--- src/rtl/icache_refill_axi.sv ---
// Icache miss-refill engine: one AXI4 read burst per line, early critical-word delivery.
// Define ICACHE_REFILL_CWF_EN for a critical-word-first WRAP burst; default is an INCR burst from the line base.
module icache_refill_axi #(
  parameter int         ADDR_WIDTH = 32,
  parameter int         BLOCK_SIZE = 5,
  parameter logic [3:0] AXI_ID     = 4'd0
) (
  input  logic                            clk,
  input  logic                            resetn,
  input  logic                            req_valid,
  output logic                            req_ready,
  input  logic [ADDR_WIDTH-1:0]           req_addr,
  output logic                            crit_valid,
  output logic [31:0]                     crit_data,
  output logic                            line_valid,
  output logic [ADDR_WIDTH-1:0]           line_addr,
  output logic [(2**(BLOCK_SIZE+3))-1:0]  line_data,
  output logic                            line_err,
  output logic [3:0]                      arid,
  output logic [ADDR_WIDTH-1:0]           araddr,
  output logic [7:0]                      arlen,
  output logic [2:0]                      arsize,
  output logic [1:0]                      arburst,
  output logic                            arvalid,
  input  logic                            arready,
  input  logic [3:0]                      rid,
  input  logic [31:0]                     rdata,
  input  logic [1:0]                      rresp,
  input  logic                            rlast,
  input  logic                            rvalid,
  output logic                            rready
);

  localparam int W         = 2**(BLOCK_SIZE-2);
  localparam int OFF_W     = BLOCK_SIZE-2;
  localparam int LINE_BITS = W*32;

`ifdef ICACHE_REFILL_CWF_EN
  localparam bit CWF = 1'b1;
`else
  localparam bit CWF = 1'b0;
`endif

  typedef enum logic [1:0] {S_IDLE, S_AR, S_R, S_DONE} state_t;

  state_t                 state_q, state_d;
  logic [ADDR_WIDTH-1:0]  addr_q, addr_d;
  logic [OFF_W-1:0]       ptr_q, ptr_d;
  logic [OFF_W-1:0]       cnt_q, cnt_d;
  logic                   err_q, err_d;
  logic [LINE_BITS-1:0]   line_q, line_d;
  logic                   crit_valid_q, crit_valid_d;
  logic [31:0]            crit_data_q, crit_data_d;

  logic [ADDR_WIDTH-1:0]  line_base;
  logic [OFF_W-1:0]       off;
  logic                   last_beat;

  assign line_base = {addr_q[ADDR_WIDTH-1:BLOCK_SIZE], {BLOCK_SIZE{1'b0}}};
  assign off       = addr_q[BLOCK_SIZE-1:2];
  assign last_beat = (cnt_q == OFF_W'(W-1));

  // AR payload is a pure function of the latched address, so it is stable while arvalid waits.
  assign arid    = AXI_ID;
  assign arlen   = 8'(W-1);
  assign arsize  = 3'b010;
  assign arburst = CWF ? 2'b10 : 2'b01;
  assign araddr  = CWF ? addr_q : line_base;

  assign line_addr  = line_base;
  assign line_data  = line_q;
  assign crit_valid = crit_valid_q;
  assign crit_data  = crit_data_q;
  assign line_err   = (state_q == S_DONE) && err_q;

  // rid is ignored (single outstanding burst); rresp[0] only distinguishes EXOKAY.
  logic unused_bits;
  assign unused_bits = ^{rid, rresp[0], addr_q[1:0]};

  // NOTE: every signal written here gets a default first, so no path can infer a latch.
  always_comb begin
    state_d      = state_q;
    addr_d       = addr_q;
    ptr_d        = ptr_q;
    cnt_d        = cnt_q;
    err_d        = err_q;
    line_d       = line_q;
    crit_valid_d = 1'b0;
    crit_data_d  = crit_data_q;
    req_ready    = 1'b0;
    arvalid      = 1'b0;
    rready       = 1'b0;
    line_valid   = 1'b0;

    unique case (state_q)
      S_IDLE: begin
        req_ready = 1'b1;
        if (req_valid) begin
          addr_d  = req_addr & ~ADDR_WIDTH'(3);
          ptr_d   = CWF ? req_addr[BLOCK_SIZE-1:2] : '0;
          cnt_d   = '0;
          err_d   = 1'b0;
          state_d = S_AR;
        end
      end
      S_AR: begin
        arvalid = 1'b1;
        if (arready) state_d = S_R;
      end
      S_R: begin
        rready = 1'b1;
        if (rvalid) begin
          line_d[{ptr_q, 5'b00000} +: 32] = rdata;
          ptr_d = ptr_q + OFF_W'(1);
          cnt_d = cnt_q + OFF_W'(1);
          if (ptr_q == off) begin
            crit_valid_d = 1'b1;
            crit_data_d  = rdata;
          end
          if (rresp[1] || (rlast != last_beat)) err_d = 1'b1;
          // The beat count, not rlast, closes the burst.
          if (last_beat) state_d = S_DONE;
        end
      end
      S_DONE: begin
        line_valid = 1'b1;
        state_d    = S_IDLE;
      end
      default: state_d = S_IDLE;
    endcase
  end

  // NOTE: sequential state uses non-blocking assignments so all registers update from pre-edge values.
  always_ff @(posedge clk or negedge resetn) begin
    if (!resetn) begin
      state_q      <= S_IDLE;
      addr_q       <= '0;
      ptr_q        <= '0;
      cnt_q        <= '0;
      err_q        <= 1'b0;
      // NOTE: the line buffer is reset because it drives line_data directly and must read zero after reset.
      line_q       <= '0;
      crit_valid_q <= 1'b0;
      crit_data_q  <= '0;
    end else begin
      state_q      <= state_d;
      addr_q       <= addr_d;
      ptr_q        <= ptr_d;
      cnt_q        <= cnt_d;
      err_q        <= err_d;
      line_q       <= line_d;
      crit_valid_q <= crit_valid_d;
      crit_data_q  <= crit_data_d;
    end
  end

endmodule

--- config.mk ---
export PLATFORM = sky130hd
export DESIGN_NAME = icache_refill_axi
export DESIGN_NICKNAME = d
export VERILOG_FILES = /design/src/rtl/icache_refill_axi.sv
export SDC_FILE = /design/constraint.sdc
export NUM_CORES = 1
export LEC_CHECK = 0
export ABC_AREA = 0
export BUFFER_PORTS_ARGS = -buffer_cell sky130_fd_sc_hd__buf_4
export CELL_PAD_IN_SITES_DETAIL_PLACEMENT = 1
export CELL_PAD_IN_SITES_GLOBAL_PLACEMENT = 1
export CORE_MARGIN = 3
export CORE_UTILIZATION = 44
export CTS_CLUSTER_SIZE = 20
export DETAILED_ROUTE_END_ITERATION = 10
export HOLD_SLACK_MARGIN = 0.03
export PLACE_DENSITY_LB_ADDON = 0.25
export RECOVER_POWER = 100
export SYNTH_ARGS = -nofsm -noshare
export SYNTH_HDL_FRONTEND = slang
export SYNTH_SLANG_ARGS = --single-unit
--- constraint.sdc ---
create_clock -name clk -period 5.1 [get_ports clk]
set_input_delay 0.765 -clock clk [delete_from_list [all_inputs] [get_ports clk]]
set_output_delay 0.765 -clock clk [all_outputs]
set_load 0.01 [all_outputs]
Word-level counts from Yosys, hierarchy flattened
Cells that the tools add are included.

storage, ports and cells
  bits in registers = 328
  output and inout bits = 375

operators by class
  add/sub/neg operators = 3
  equality and inequality tests = 11
  shifts and indexed selects = 2
  multiplexer cells = 22
  reductions and logical operators = 10

operator list
  kind                                                      count
  bitwise mux 256 bit                                       1
  variable shift 32 x 10 -> 256 bit (first input constant)  1
  indexed part select 32 x 10 -> 256 bit                    1
  case mux 3 bit (2 select lines)                           2
  2-to-1 mux 1 bit                                          10
  inequality test 2 bit (second input constant)             5
  negation 8 -> 10 bit                                      1
  2-to-1 mux 3 bit                                          3
  2-to-1 mux 2 bit                                          4
  case mux 2 bit (4 select lines)                           1
  AND reduction 4 bit                                       2
  adder 3 x 1 -> 3 bit (second input constant)              2
  AND reduction 3 bit                                       2
  == test 2 bit (second input constant)                     2
  AND reduction 2 bit                                       2
  == test 3 bit                                             1
  == test 3 bit (second input constant)                     1
  == test 2 x 1 -> 1 bit (second input constant)            1
  logical NOT 2 bit                                         1
  case mux 1 bit (2 select lines)                           1
  nonzero test 2 bit                                        1
  logical AND 1 bit                                         1
  logical OR 1 bit                                          1
  inequality test 1 bit                                     1

Longest topological paths before layout
Gate-level depths: netlist (run 1).

  word-level depth = 6
  gate-level depth with buffers = 10

Least setup slack after synthesis (run 1)
OpenSTA, ideal clock, no wires.

  kind = register to register
  start point = reg ptr_q[0]
  end point = reg line_q[130] (netlist: line_data[130])
  arrival = 2595 ps
  setup slack = 2380 ps
  cell stages (with the launch flop) = 11
  path buffers = 4
  clock period less this slack = 2720 ps
  cell sequence = dfrtp_1 > buf_6 > clkbuf_1 > inv_1 > ha_1 > ha_1 > clkbuf_1 > o21ai_0 > nor4_4 > buf_2 > mux2_2

between the ends
  cells in the longest elaborated chain, start to end = 3
  elaborated cells on any way between the ends = 4
  classes of those cells = 1 x add/sub; 2 x shift; 1 x mux

ends and longest elaborated chain
  item                                                                                                line  RTL
  start: declaration                                                                                  48    logic [OFF_W-1:0] ptr_q, ptr_d;
  start signal: assignment                                                                            148   ptr_q <= ptr_d;
  negation 8 -> 10 bit *                                                                              113   line_d[{ptr_q, 5'b00000} +: 32] = rdata;
  indexed part select 32 x 10 -> 256 bit / variable shift 32 x 10 -> 256 bit (equally long branches)  113
  bitwise mux 256 bit *                                                                               113
  end signal: assignment                                                                              151   line_q <= line_d;
  end: declaration                                                                                    51    logic [LINE_BITS-1:0] line_q, line_d;

Mark *: on every way between the ends. The rest lies on a longest branch, timed or not.
A chain may end at the register's enable or synchronous reset.

Worst setup path in the final report (run 1)
  start point = reg ptr_q[0]
  end point = reg line_q[81] (netlist: line_data[81])

The elaborated chain is that of the path after synthesis.

==> flow_metrics.py, run 1 <==
metrics = {
    "sta": {
        "finalHoldViolCount": 0,
        "fin_crit_sh_pct": 79.0,
        "tightest_slew_ps": 3320,
        "slew_violations": 247,
        "setup_viol": 0,
        "setup-tns-final_ps": 0,
        "grt_setup_unrepaired": "false",
        "skew_ps": 15.3,
        "slew_headroom_pct": -122,
        "max_freq_ghz": 0.248,
        "period_needed_ps": 4030,
    },
    "placement": {
        "port_buffers": 416,
        "dp.final_hpwl_um": 29700,
        "gp_congestion": 0.790,
        "dpl_cell_area_um2": 17100,
    },
    "drt": {
        "drtIter0Drc": 356,
        "wirelength_um": 42000,
        "dr.pass1.iters": 5,
        "ant_nets": 0,
        "viasPerCell": 5.11,
        "post_drt_wl_per_cell_um": 23.8,
        "drc": 0,
        "vias": 9000,
    },
    "power": {
        "ir_worst_vdd_mv": 0.311,
        "p_per_area_nw_per_um2": 512,
        "leakagePower_nw": 8.03,
    },
    "clock_network": {
        "clk-insertion-delay-late_ps": 510,
        "cts.sinks": 328,
        "numCtsBuffers": 37,
        "postCtsSetupBuffers": 0,
        "clk_pin_slew_ps": 60,
        "cts_buffer_depth": 3,
        "cts_tree": "built",
        "cts.repair.resized": 0,
        "cts_root_buffer": "clkbuf_16",
        "cts_hold_buffers": 0,
        "cts_max_level": 2,
    },
    "yosys": {
        "synth_cell_types": 37,
        "syn_avg_cell_area_um2": 14.5,
        "syn_area_um2": 13900,
        "yosysMostFrequentCell": "dfrtp_1",
        "ys_ff_latch": 328,
        "yosys-top-cells-area": "dfrtp_1 (59%), mux2_2 (25%), buf_4 (4.4%), and2_1 (4.2%), ha_1 (1.2%)",
        "synth_top_area_share_pct": 58.9,
        "synthCells": 962,
        "synth_edf_count": 0,
        "yosysTopAreaCell": "dfrtp_1",
        "synth_common_cells": "dfrtp_1 (328), mux2_2 (310), and2_1 (93), buf_4 (82), buf_2 (24)",
        "yosys_warnings": 0,
        "synthFlopType": "dfrtp_1",
        "synth_async_sr_flop_share_pct": 100,
        "ys_seq_area_share_pct": 58.9,
    },
    "outcome": {
        "violations": "max-capacitance violations, max-slew violations",
        "status": "finished with violations",
    },
    "layout": {
        "nets": 1426,
        "syn_to_final_growth_pct": 20.2,
        "drive_gt1_share_pct": 32.4,
        "final_area_um2": 16700,
        "fill_cells": 3311,
    },
    "floorplanning": {
        "die_w_um": 184,
        "design.core.area_um2": 30900,
        "io_pins": 451,
        "fp.dieH_um": 184,
        "dieArea_um2": 33800,
        "start_util_pct": 45.1,
        "rows": 64,
    },
    "worst_setup_path": {
        "critPathArrivalTime_ps": 4410,
        "cp-end-kind": "register",
        "worst_setup_path_start_kind": "register",
        "cp_data_required_time_ps": 5490,
        "path_max_fanout": 22,
        "critPathKind": "reg -> reg",
    },
    "job": {
        "cap_violations": 7,
    },
    "min_path": {
        "hp-class": "in -> reg",
    },
    "global_route": {
        "grt.total_usage_pct": 24.1,
        "grt_max_degree": 129,
        "grt_pass1_vias": 10000,
        "antenna_found_initial": 0,
        "grt_overflow_total": 0,
        "grt_first_pass_wirelength_um": 62300,
    },
}
[area by class of cell]
type                    instances  area [µm²]  share of cell area [%]
inverters                      14        52.6                   0.314
flip-flops and latches        328        8210                    49.0
diodes                          1        2.50                  0.0149
well taps                     396         495                    2.96
clock inverters                11        91.3                   0.545
multi-input cells             519        4890                    29.2
clock buffers                  54        1050                    6.27
repair buffers                437        1960                    11.7
[flip-flops by register name, indices dropped and copies added (netlist names)]
register,flops
line_data,256
crit_data,32
addr_q,30
cnt_q,3
ptr_q,3
state_q,2
crit_valid,1
err_q,1
[stage by stage]
step | instances | setup WS, ps | total power, mW | util [%] | hold slack, ps
3_5_place_dp | 1694 | 1440 | 6.74 | 55.2 | 481
6_report | 1760 | 1070 | 8.57 | 54.2 | 483
5_1_grt | 1759 | 820 | 9.07 | 54.2 | 464
3_3_place_gp | 1694 | 1600 | 6.62 | 55.2 | 471
2_1_floorplan | 987 | 2380 | 5.37 | - | 469
4_1_cts | 1759 | 1450 | 9.31 | 58.9 | 424
[worst max-delay path: stages, from the launching register on]
cell,delay (ps)
dfrtp_1,820
inv_1,150
ha_1,260
ha_1,400
nand4_1,530
clkbuf_1,1280
mux2_2,450
[cell families after synthesis]
family                   Yosys count  synth area share (%)
buffers and inverters            140                  6.41
flip-flops                       328                  58.9
AND/OR/NAND/NOR                  138                  6.55
multiplexers                     320                  25.8
AO/OA/AOI/OAI                     17                 0.880
other                              2                0.0539
XOR/XNOR                           4                 0.251
adder cells (fa/ha/maj)           13                  1.17
[path summary, 6_finish.rpt]
path                                     start              to  slack (ps)  cells past startpoint
max in group asynchronous               resetn   crit_data[18]        1810                      1
worst max-delay path                  ptr_q[0]   line_data[81]        1070                      6
worst min register to register  line_data[133]  line_data[133]         490                      1
min in group asynchronous               resetn  line_data[226]        1330                      1
worst min-delay path              req_addr[14]      addr_q[14]         480                      2
worst max register to register        ptr_q[0]   line_data[81]        1070                      6
[routing by layer]
layer  global-route usage, %  wire [µm]  share of wire (%)  up-vias
met3                    7.22       3160                7.5       47
met4                    6.05        791                1.9        0
met1                    29.1      16800                 40     4691
li1                        -          -                  -     3943
met2                    42.4      21200                 51      319
met5                       0          0                  0        -
[layout by cell type (no fill, tap or decap), drive strengths merged, types with 2 or more instances in the layout]
master and n:
clkbuf 417, dfrtp 328, mux2 313, and2 93
buf 74, conb 27, inv 16, nand2 13
ha 13, clkinv 8, mux2i 7, and3 6
nand2b 6, a22o 5, xor2 4, nor4b 4
o21ai 3, nand4 3, nor2b 3, o22ai 3
nor4 3, a21oi 2, nor3b 2
[power by group]
part / internal (mW) / switching [mW]
Sequential: 3.22 / 0.390
Combinational: 1.02 / 1.41
Clock: 1.48 / 1.04
No activity file was read; power rests on OpenSTA's default activity.
==> run 2, diff against run 1 <==
- CORE_UTILIZATION: 44 -> 37
- clock period: 5.1 -> 3.3 ns (I/O delays scaled with it)
==> run 2 against run 1 <==
Effect of this change: critical path depth increased by 1; the run still ends with max-capacitance violations, max-slew violations left; cell count rose by 6.5%; highest routed layer unchanged; total power is 58% higher; global-route usage decreased by 3.9 points; maximum frequency grew 38%; first-iteration DRC count shrank 25%; critical endpoint is now line_data[251]; register-to-register slack worse by 690 ps; utilization fell by 7.9 points; routed wire length is 1.0% lower.
==> flow_metrics.py, run 2 (synthesis gave the netlist of run 1 again) <==
metrics = {
    "layout": {
        "mostFrequentLayoutCells": "clkbuf_1 (360), dfrtp_1 (328), mux2_2 (309), and2_1 (77), buf_4 (74)",
        "n_antenna_cell": 0,
        "final_area_um2": 17100,
        "finish.utilization_pct": 46.3,
        "nets": 1433,
        "drive_gt1_share_pct": 33.8,
        "syn_to_final_growth_pct": 22.5,
        "layout_commonest_cell": "clkbuf_1",
        "fill_cells": 3933,
        "largest_reg_flops": 256,
    },
    "sta": {
        "finalHoldViolCount": 0,
        "period_needed_ps": 2920,
        "setup_ws_ps": 384,
        "fin_crit_sh_pct": 88.4,
        "setup-tns-final_ps": 0,
        "setup_viol": 0,
        "slew_headroom_pct": -56.6,
        "skew_ps": 10.2,
        "max_freq_ghz": 0.343,
        "slew_violations": 79,
        "tightest_slew_ps": 2350,
        "grt_setup_unrepaired": "false",
    },
    "global_route": {
        "antenna_found_initial": 0,
        "grt_overflow_total": 0,
        "grt_first_pass_wirelength_um": 61200,
        "grt.total_usage_pct": 20.2,
        "grt_pass1_vias": 9788,
        "grt_max_degree": 84,
    },
    "outcome": {
        "violations": "max-capacitance violations, max-slew violations",
        "status": "finished with violations",
    },
    "placement": {
        "dpl_cell_area_um2": 17300,
        "dpl_worst_slack_ps": 445,
        "gp_congestion": 0.736,
        "dp.final_hpwl_um": 29500,
        "port_buffers": 416,
    },
    "clock_network": {
        "cts.sinks": 328,
        "cts_tree": "built",
        "clk_pin_slew_ps": 60,
        "cts_max_level": 2,
        "cts_root_buffer": "clkbuf_16",
        "clk-insertion-delay-late_ps": 520,
        "cts_buffer_depth": 3,
        "postCtsSetupBuffers": 0,
        "numCtsBuffers": 37,
    },
    "worst_setup_path": {
        "path_max_fanout": 16,
        "r2r-start": "ptr_q[1]",
        "critPathKind": "reg -> reg",
        "cp-end-kind": "register",
        "critPathArrivalTime_ps": 3370,
        "worst_setup_path_start_kind": "register",
        "cp_data_required_time_ps": 3760,
        "critPathLaunch": "ptr_q[1]",
    },
    "floorplanning": {
        "design.core.area_um2": 36900,
        "dieArea_um2": 40000,
        "die_w_um": 200,
        "start_util_pct": 37.8,
        "fp.dieH_um": 200,
        "rows": 70,
        "io_pins": 451,
    },
    "power": {
        "leakagePower_nw": 8.18,
        "ir_worst_vdd_mv": 0.384,
        "p_per_area_nw_per_um2": 792,
    },
    "drt": {
        "drtIter0Drc": 266,
        "viasPerCell": 4.77,
        "wirelength_um": 41500,
        "ant_nets": 0,
        "dr.pass1.iters": 4,
        "post_drt_wl_per_cell_um": 22.2,
        "drc": 0,
        "vias": 8945,
    },
    "job": {
        "cap_violations": 1,
    },
    "min_path": {
        "hp-class": "in -> reg",
        "hp-start": "req_addr[4]",
    },
}
-- run 2: cell count changes in the layout (fill, tap and decap cells not counted), sizes merged --
| cell | previous run | this run |
|---|---|---|
| dlygate4sd3 | 0 | 1 |
| diode | 1 | 0 |
| inv | 16 | 15 |
| clkbuf | 417 | 419 |
| clkinv | 8 | 5 |
| buf | 74 | 81 |
| bufinv | 1 | 2 |
-- run 2: worst max-delay path, stage by stage, from the launching register on --
cell and delay (ps):
dfrtp_1 530, inv_1 140, ha_1 230, ha_1 280, nor3b_2 740, clkbuf_2 530
and2_0 240, mux2_2 160
-- run 2: path summary, 6_finish.rpt --
check	end	slack, ps	cells after the start
hold / removal	addr_q[4]	210	2
hold reg to reg	line_data[133]	490	1
min in group asynchronous	crit_data[12]	1220	2
setup / recovery	line_data[251]	380	7
max in group asynchronous	line_data[102]	690	2
setup reg to reg	line_data[251]	380	7
-- run 2: metrics by stage --
step | hold WS [ps] | power, mW | std cells
floorplan | 199 | 8.30 | 987
global placement | 471 | 10.3 | 1808
detailed placement | 481 | 10.5 | 1808
CTS | 180 | 14.7 | 1874
global route | 188 | 14.3 | 1874
finish | 209 | 13.5 | 1874
-- run 2: power by group --
part	total [mW]	switching [mW]	internal, mW
clock network	4.13	1.63	2.50
logic	3.85	2.23	1.62
registers	5.55	0.574	4.97
-- run 2: what timing repair did --
action / in CTS / in global routing
hold buffers: 1 / 0
hold endpoints to repair: 70 / 0
resized for setup: 0 / 0
-- run 2: final cells by class --
type,count,area [µm²],area share (%)
inverter,14,52.6,0.308
multi-input combinational,519,4900,28.7
clock buffer,57,1120,6.58
sequential,328,8210,48.1
tap,504,631,3.69
timing repair buffer,444,2070,12.1
clock inverter,8,93.8,0.549
-- run 2: routing by layer --
layer	up-vias	wire length (µm)	global-route usage, %	part of all wire (%)
li1	3964	-	-	-
met5	-	0	0	0
met3	50	3720	7.27	9.0
met4	0	725	4.50	1.7
met1	4643	16800	24.9	41
met2	288	20300	34.3	49
